===== src/rtl/sprite_arb_pkg.sv =====
// Shared types and defaults for the sprite ROM arbiter and its round-robin picker.
package sprite_arb_pkg;

  localparam int unsigned DefAddrW = 10;
  localparam int unsigned DefDataW = 4;

  typedef enum logic [1:0] {
    StIdle,
    StArb,
    StLocked
  } arb_state_t;

  // Binary ID width for n requesters, never narrower than one bit.
  function automatic int unsigned id_width(input int unsigned n);
    return (n > 1) ? $clog2(n) : 1;
  endfunction

endpackage


===== src/rtl/rr_pick.sv =====
// Combinational rotate-priority encoder: searches upward from last_gnt+1 with wrap-around and
// returns the winner as one-hot and as a binary ID.
module rr_pick
  import sprite_arb_pkg::*;
#(
  parameter int unsigned N   = 4,
  parameter int unsigned IdW = id_width(N)
) (
  input  logic [N-1:0]   req,
  input  logic [IdW-1:0] last_gnt,
  output logic [N-1:0]   gnt,
  output logic [IdW-1:0] id
);

  function automatic int unsigned wrap_idx(input int unsigned base, input int unsigned k);
    return (base + k >= N) ? base + k - N : base + k;
  endfunction

  logic           found;
  logic [IdW-1:0] idx;

  always_comb begin
    gnt   = '0;
    id    = '0;
    found = 1'b0;
    idx   = '0;
    for (int unsigned k = 1; k <= N; k++) begin
      idx = IdW'(wrap_idx(int'(last_gnt), k));
      if (!found && req[idx]) begin
        found    = 1'b1;
        gnt[idx] = 1'b1;
        id       = idx;
      end
    end
  end

endmodule


===== src/rtl/sprite_rom_arbiter.sv =====
// Round-robin arbiter sharing one synchronous sprite ROM among NUM_REQ drawers, with ID-tagged
// return data. Define SPRITE_ARB_LOCK_EN to add the per-requester lock input for row bursts.
module sprite_rom_arbiter
  import sprite_arb_pkg::*;
#(
  parameter int unsigned NUM_REQ = 4,
  parameter int unsigned ADDR_W  = DefAddrW,
  parameter int unsigned DATA_W  = DefDataW,
  parameter int unsigned ROM_LAT = 1
) (
  input  logic                        vga_clk,
  input  logic                        reset,
  input  logic [NUM_REQ-1:0]          req,
  input  logic [NUM_REQ*ADDR_W-1:0]   req_addr,
`ifdef SPRITE_ARB_LOCK_EN
  input  logic [NUM_REQ-1:0]          lock,
`endif
  output logic [NUM_REQ-1:0]          gnt,
  output logic [ADDR_W-1:0]           rom_address,
  input  logic [DATA_W-1:0]           rom_q,
  output logic                        rd_valid,
  output logic [$clog2(NUM_REQ)-1:0]  rd_id,
  output logic [DATA_W-1:0]           rd_data
);

  localparam int unsigned IdW = id_width(NUM_REQ);

  arb_state_t           state_q;
  logic [IdW-1:0]       last_gnt_q;
  logic [NUM_REQ-1:0]   pick_gnt;
  logic [IdW-1:0]       pick_id;
  logic [NUM_REQ-1:0]   gnt_c;
  logic [IdW-1:0]       gnt_id;
  logic                 any_req;
  logic [ADDR_W-1:0]    addr_arr [NUM_REQ];
  logic [ROM_LAT:0]     tag_valid_q;
  logic [IdW-1:0]       tag_id_q [ROM_LAT+1];

  for (genvar i = 0; i < NUM_REQ; i++) begin : g_unpack
    assign addr_arr[i] = req_addr[i*ADDR_W +: ADDR_W];
  end

  assign any_req = |req;

  rr_pick #(
    .N   (NUM_REQ),
    .IdW (IdW)
  ) u_pick (
    .req      (req),
    .last_gnt (last_gnt_q),
    .gnt      (pick_gnt),
    .id       (pick_id)
  );

`ifdef SPRITE_ARB_LOCK_EN
  // While locked, last_gnt_q already holds the locked requester's ID.
  logic lock_hold;
  assign lock_hold = (state_q == StLocked) && req[last_gnt_q] && lock[last_gnt_q];

  always_comb begin
    gnt_c  = pick_gnt;
    gnt_id = pick_id;
    if (lock_hold) begin
      gnt_c             = '0;
      gnt_c[last_gnt_q] = 1'b1;
      gnt_id            = last_gnt_q;
    end
  end
`else
  assign gnt_c  = pick_gnt;
  assign gnt_id = pick_id;
`endif

  // Grant is suppressed while reset is held so no request is accepted then.
  assign gnt = reset ? '0 : gnt_c;

  always_ff @(posedge vga_clk) begin
    if (reset) begin
      state_q     <= StIdle;
      last_gnt_q  <= IdW'(NUM_REQ - 1);
      rom_address <= '0;
      tag_valid_q <= '0;
      for (int i = 0; i <= ROM_LAT; i++) begin
        tag_id_q[i] <= '0;
      end
      rd_valid    <= 1'b0;
      rd_id       <= '0;
      rd_data     <= '0;
    end else begin
      if (!any_req) begin
        state_q <= StIdle;
      end
`ifdef SPRITE_ARB_LOCK_EN
      else if (lock[gnt_id]) begin
        state_q <= StLocked;
      end
`endif
      else begin
        state_q <= StArb;
      end

      if (any_req) begin
        rom_address <= addr_arr[gnt_id];
        last_gnt_q  <= gnt_id;
      end

      // Tag pipeline lines the winner ID up with the ROM word one stage past rom_q.
      tag_valid_q[0] <= any_req;
      tag_id_q[0]    <= gnt_id;
      for (int i = 1; i <= ROM_LAT; i++) begin
        tag_valid_q[i] <= tag_valid_q[i-1];
        tag_id_q[i]    <= tag_id_q[i-1];
      end

      rd_valid <= tag_valid_q[ROM_LAT];
      rd_id    <= tag_id_q[ROM_LAT];
      rd_data  <= rom_q;
    end
  end

  gnt_onehot_a: assert property (@(posedge vga_clk) $onehot0(gnt));
`ifndef SPRITE_ARB_LOCK_EN
  no_lock_state_a: assert property (@(posedge vga_clk) state_q != StLocked);
`endif

endmodule


===== config.mk =====
export PLATFORM = sky130hd
export DESIGN_NAME = sprite_rom_arbiter
export DESIGN_NICKNAME = d
export VERILOG_FILES = /design/src/rtl/sprite_arb_pkg.sv /design/src/rtl/rr_pick.sv /design/src/rtl/sprite_rom_arbiter.sv
export SDC_FILE = /design/constraint.sdc
export NUM_CORES = 1
export LEC_CHECK = 0
export CAP_MARGIN = 10
export CORE_AREA = 2 2 47 92
export CTS_BUF_LIST = sky130_fd_sc_hd__clkbuf_8
export CTS_CLUSTER_DIAMETER = 60
export DETAILED_ROUTE_END_ITERATION = 7
export DIE_AREA = 0 0 49 94
export GPL_TIMING_DRIVEN = 1
export HOLD_SLACK_MARGIN = 0.03
export PLACE_DENSITY_LB_ADDON = 0.3
export SYNTH_ARGS = -nofsm -noshare
export SYNTH_HDL_FRONTEND = slang
export SYNTH_SLANG_ARGS = --single-unit

===== constraint.sdc =====
create_clock -name vga_clk -period 6.6 [get_ports vga_clk]
set_input_delay 0.99 -clock vga_clk [delete_from_list [all_inputs] [get_ports vga_clk]]
set_output_delay 0.99 -clock vga_clk [all_outputs]
set_load 0.03 [all_outputs]

==> qor.csv <==
metric;value;unit
status;finished, final reports clean;
die area;4610;µm²
TritonCTS Sinks;25;
Slew @ Worst Pin;0.835;ns
Hold Path Class;reg -> reg;
Setup WS pre-CTS;1.97;ns
RSZ-0062 raised after global routing;no;
dpl hpwl;4.03;mm
Critical Path Most Common Cell;clkdlybuf4s50_1;
routed vias/inst;5.97;
largest family of logic cells by synthesized area;simple AND/OR/NAND/NOR gates;
hold_buf cts;0;
number of port buffers;70;
Syn Std Cell Area;1840;µm²
ANT nets after route;0;
clock root buffer;clkbuf_8;
first-pass GRT wire length;9.03;mm
Crit-path slowest cell;mux4_2;
vias after detailed routing;1975;
fin crit share;0.703;
Worst EP required;5.61;ns
library cells used by synthesis;45;
worst setup margin;1.96;ns
post-route setup TNS;0;ns
H-tree levels;1;
normalized max-slew margin;0.443;
largest stage delay on the critical path;0.70;ns
fin nets;339;
Avg Cell Area, Syn;8.19;µm²
Syn Inst Count;225;
Die X;49;µm
vias in the first global route;1979;
most frequent cells in the layout;clkdlybuf4s50_1, nor2_1, dfxtp_1, nor3_1, a21oi_1;
Site Rows;32;
initial DRC count;49;
Placement Cell Area;2510;µm²
Synth Warn #;0;
pwr dens;464;nW/µm²
Startpoint Class;primary input;
maximum fanout along the worst path;17;
Clock Path Buffers;2;
commonest non-fill, non-tap cell in the layout;clkdlybuf4s50_1;
max-slew violation count;0;
post-synthesis adder-cell area fraction;0.0543;
Simple-Gate Fraction of Synth Area;0.295;
worst skew pair latency;0.27;ns
Post-CTS Setup Inserts;0;
drt wl/cell;16.7;µm
aggregate global-route resource usage;0.248;
core box area;3880;µm²
Lkg Pwr;0.925;nW
post-route cell area;2550;µm²
DRC;0;
CTS resizes;0;
starting density of the core;0.475;
drt pass-1 iters;4;
CP cell instances;clkdlybuf4s50_1 -> mux4_2 -> nor4b_4 -> a221oi_1 -> nor2_1 -> clkdlybuf4s50_1;
n_diodes;0;
Max-Cap Viols;0;
proportion of synthesized area in mux cells;0.0550;
Final min period;4.64;ns
total CTS buffers;3;
grt ovf;0;
Buf+Inv Stages, Crit Path;2;
Seq/Total Area, Yosys;0.272;
Routed WL;5.54;mm
Placer Congestion;0.795;
flops & latches, synth;25;
Setup Viol. Count Final;0;
Worst EP arrival;3.65;ns
Final Hold Vio Count;0;
fmax;216;MHz
share of cells above drive strength 1;0.0607;
TritonCTS clock tree;yes;
type of the worst setup path;in -> out;
Worst VDD drop;0.000423;V
Die Height;94;µm
post-synthesis xor/xnor area fraction;0;
antenna violations before repair;0;
syn_nets;283;
clock transition at the registers of the reported paths;0.08;ns
largest net degree at the start of global routing;38;
CP top delay family;buffers and inverters;
Compound-Gate Fraction of Synth Area;0.245;
Area growth, synth to finish;38.5;%
crit path capture type;output port;
io pins;71;
skew final;0.00412;ns
[cells by family after synthesis]
group                      Yosys count
AOI/OAI and AO/OA                   64
buffers and inverters               27
muxes                                5
adders and majority gates            8
DFF                                 25
and+or+nand+nor                     96
[Yosys cell counts (all sizes together)]
library cell  count  area share
nor2             26       0.053
dfxtp            25        0.27
nor3             19       0.054
buf              13       0.050
a21oi            11       0.030
nor2b            11       0.041
clkbuf           10       0.020
or3              10       0.034
ha                8       0.054
o21ai             8       0.022
nor4b             7       0.041
o31a              7       0.033
nand3             6       0.016
o22ai             6       0.020
nand2             5       0.010
nand3b            5       0.020
o31ai             5       0.023
a221oi            4       0.019
a22oi             4       0.016
a31oi             4       0.014
inv               4      0.0081
mux4              4       0.049
o21a              4       0.016
o22a              4       0.019
nand2b            2      0.0068
or2               2      0.0068
a211oi            1      0.0041
a21o              1      0.0041
a221o             1      0.0054
a32o              1      0.0054
a32oi             1      0.0048
and2              1      0.0034
mux2              1      0.0061
nor4              1      0.0034
o21bai            1      0.0041
o311ai            1      0.0048
or4               1      0.0041
[worst register-to-register path, cell delays in order (launching register included)]
cell and delay, ns:
dfxtp_1 0.58, inv_1 0.25, ha_1 0.51, mux4_2 0.59, nor2b_4 0.19, o31ai_2 0.65
buf_4 0.32, o22ai_1 0.10, nor4b_1 0.35, o31a_1 0.15
[flip-flops by register name, indices dropped and copies added (netlist names)]
name / cells
rd_valid: 1
rd_data: 4
rd_id: 2
tag_valid_q: 2
tag_id_q: 4
last_gnt_q: 2
rom_address: 10
[per-layer routing]
metal | GRT usage | vias up | share of wire
li1 | - | 943 | -
met1 | 0.263 | 937 | 0.36
met2 | 0.469 | 84 | 0.57
met3 | 0.0350 | 11 | 0.056
met4 | 0.119 | 0 | 0.020
met5 | 0 | - | 0
[through the flow]
step           instances  total power [mW]  hold WS (ns)   util
4_1_cts              331              1.18         0.440  0.657
3_5_place_dp         327              1.10         0.420  0.646
6_report             331              1.18         0.439  0.657
2_1_floorplan        225             0.910         0.414      -
5_1_grt              331              1.28         0.459  0.657
3_3_place_gp         327              1.08         0.420  0.646
[worst paths after layout]
check	slack, ns	from	end	depth (start not counted)
worst max-delay path	1.96	req[1]	gnt[3]	6
worst min-delay path	0.44	tag_id_q[0][0]	tag_id_q[1][0]	1
worst max register to register	2.84	last_gnt_q[1]	rom_address[6]	9
worst min register to register	0.44	tag_id_q[0][0]	tag_id_q[1][0]	1
[layout make-up]
class                      instances  area (µm²)
clock inverter                     1        3.75
inverter                           4        15.0
timing repair buffer              74         731
sequential                        25         500
clock buffer                       3        41.3
tap                               51        63.8
fill                             352        1330
multi-input combinational        173        1200
[report_power, final]
group | switching [mW] | total [mW] | internal (mW)
registers | 0.0250 | 0.221 | 0.196
logic | 0.516 | 0.876 | 0.360
clock network | 0.0464 | 0.0880 | 0.0416
total | 0.587 | 1.18 | 0.598
(Power assumes the default switching activity.)
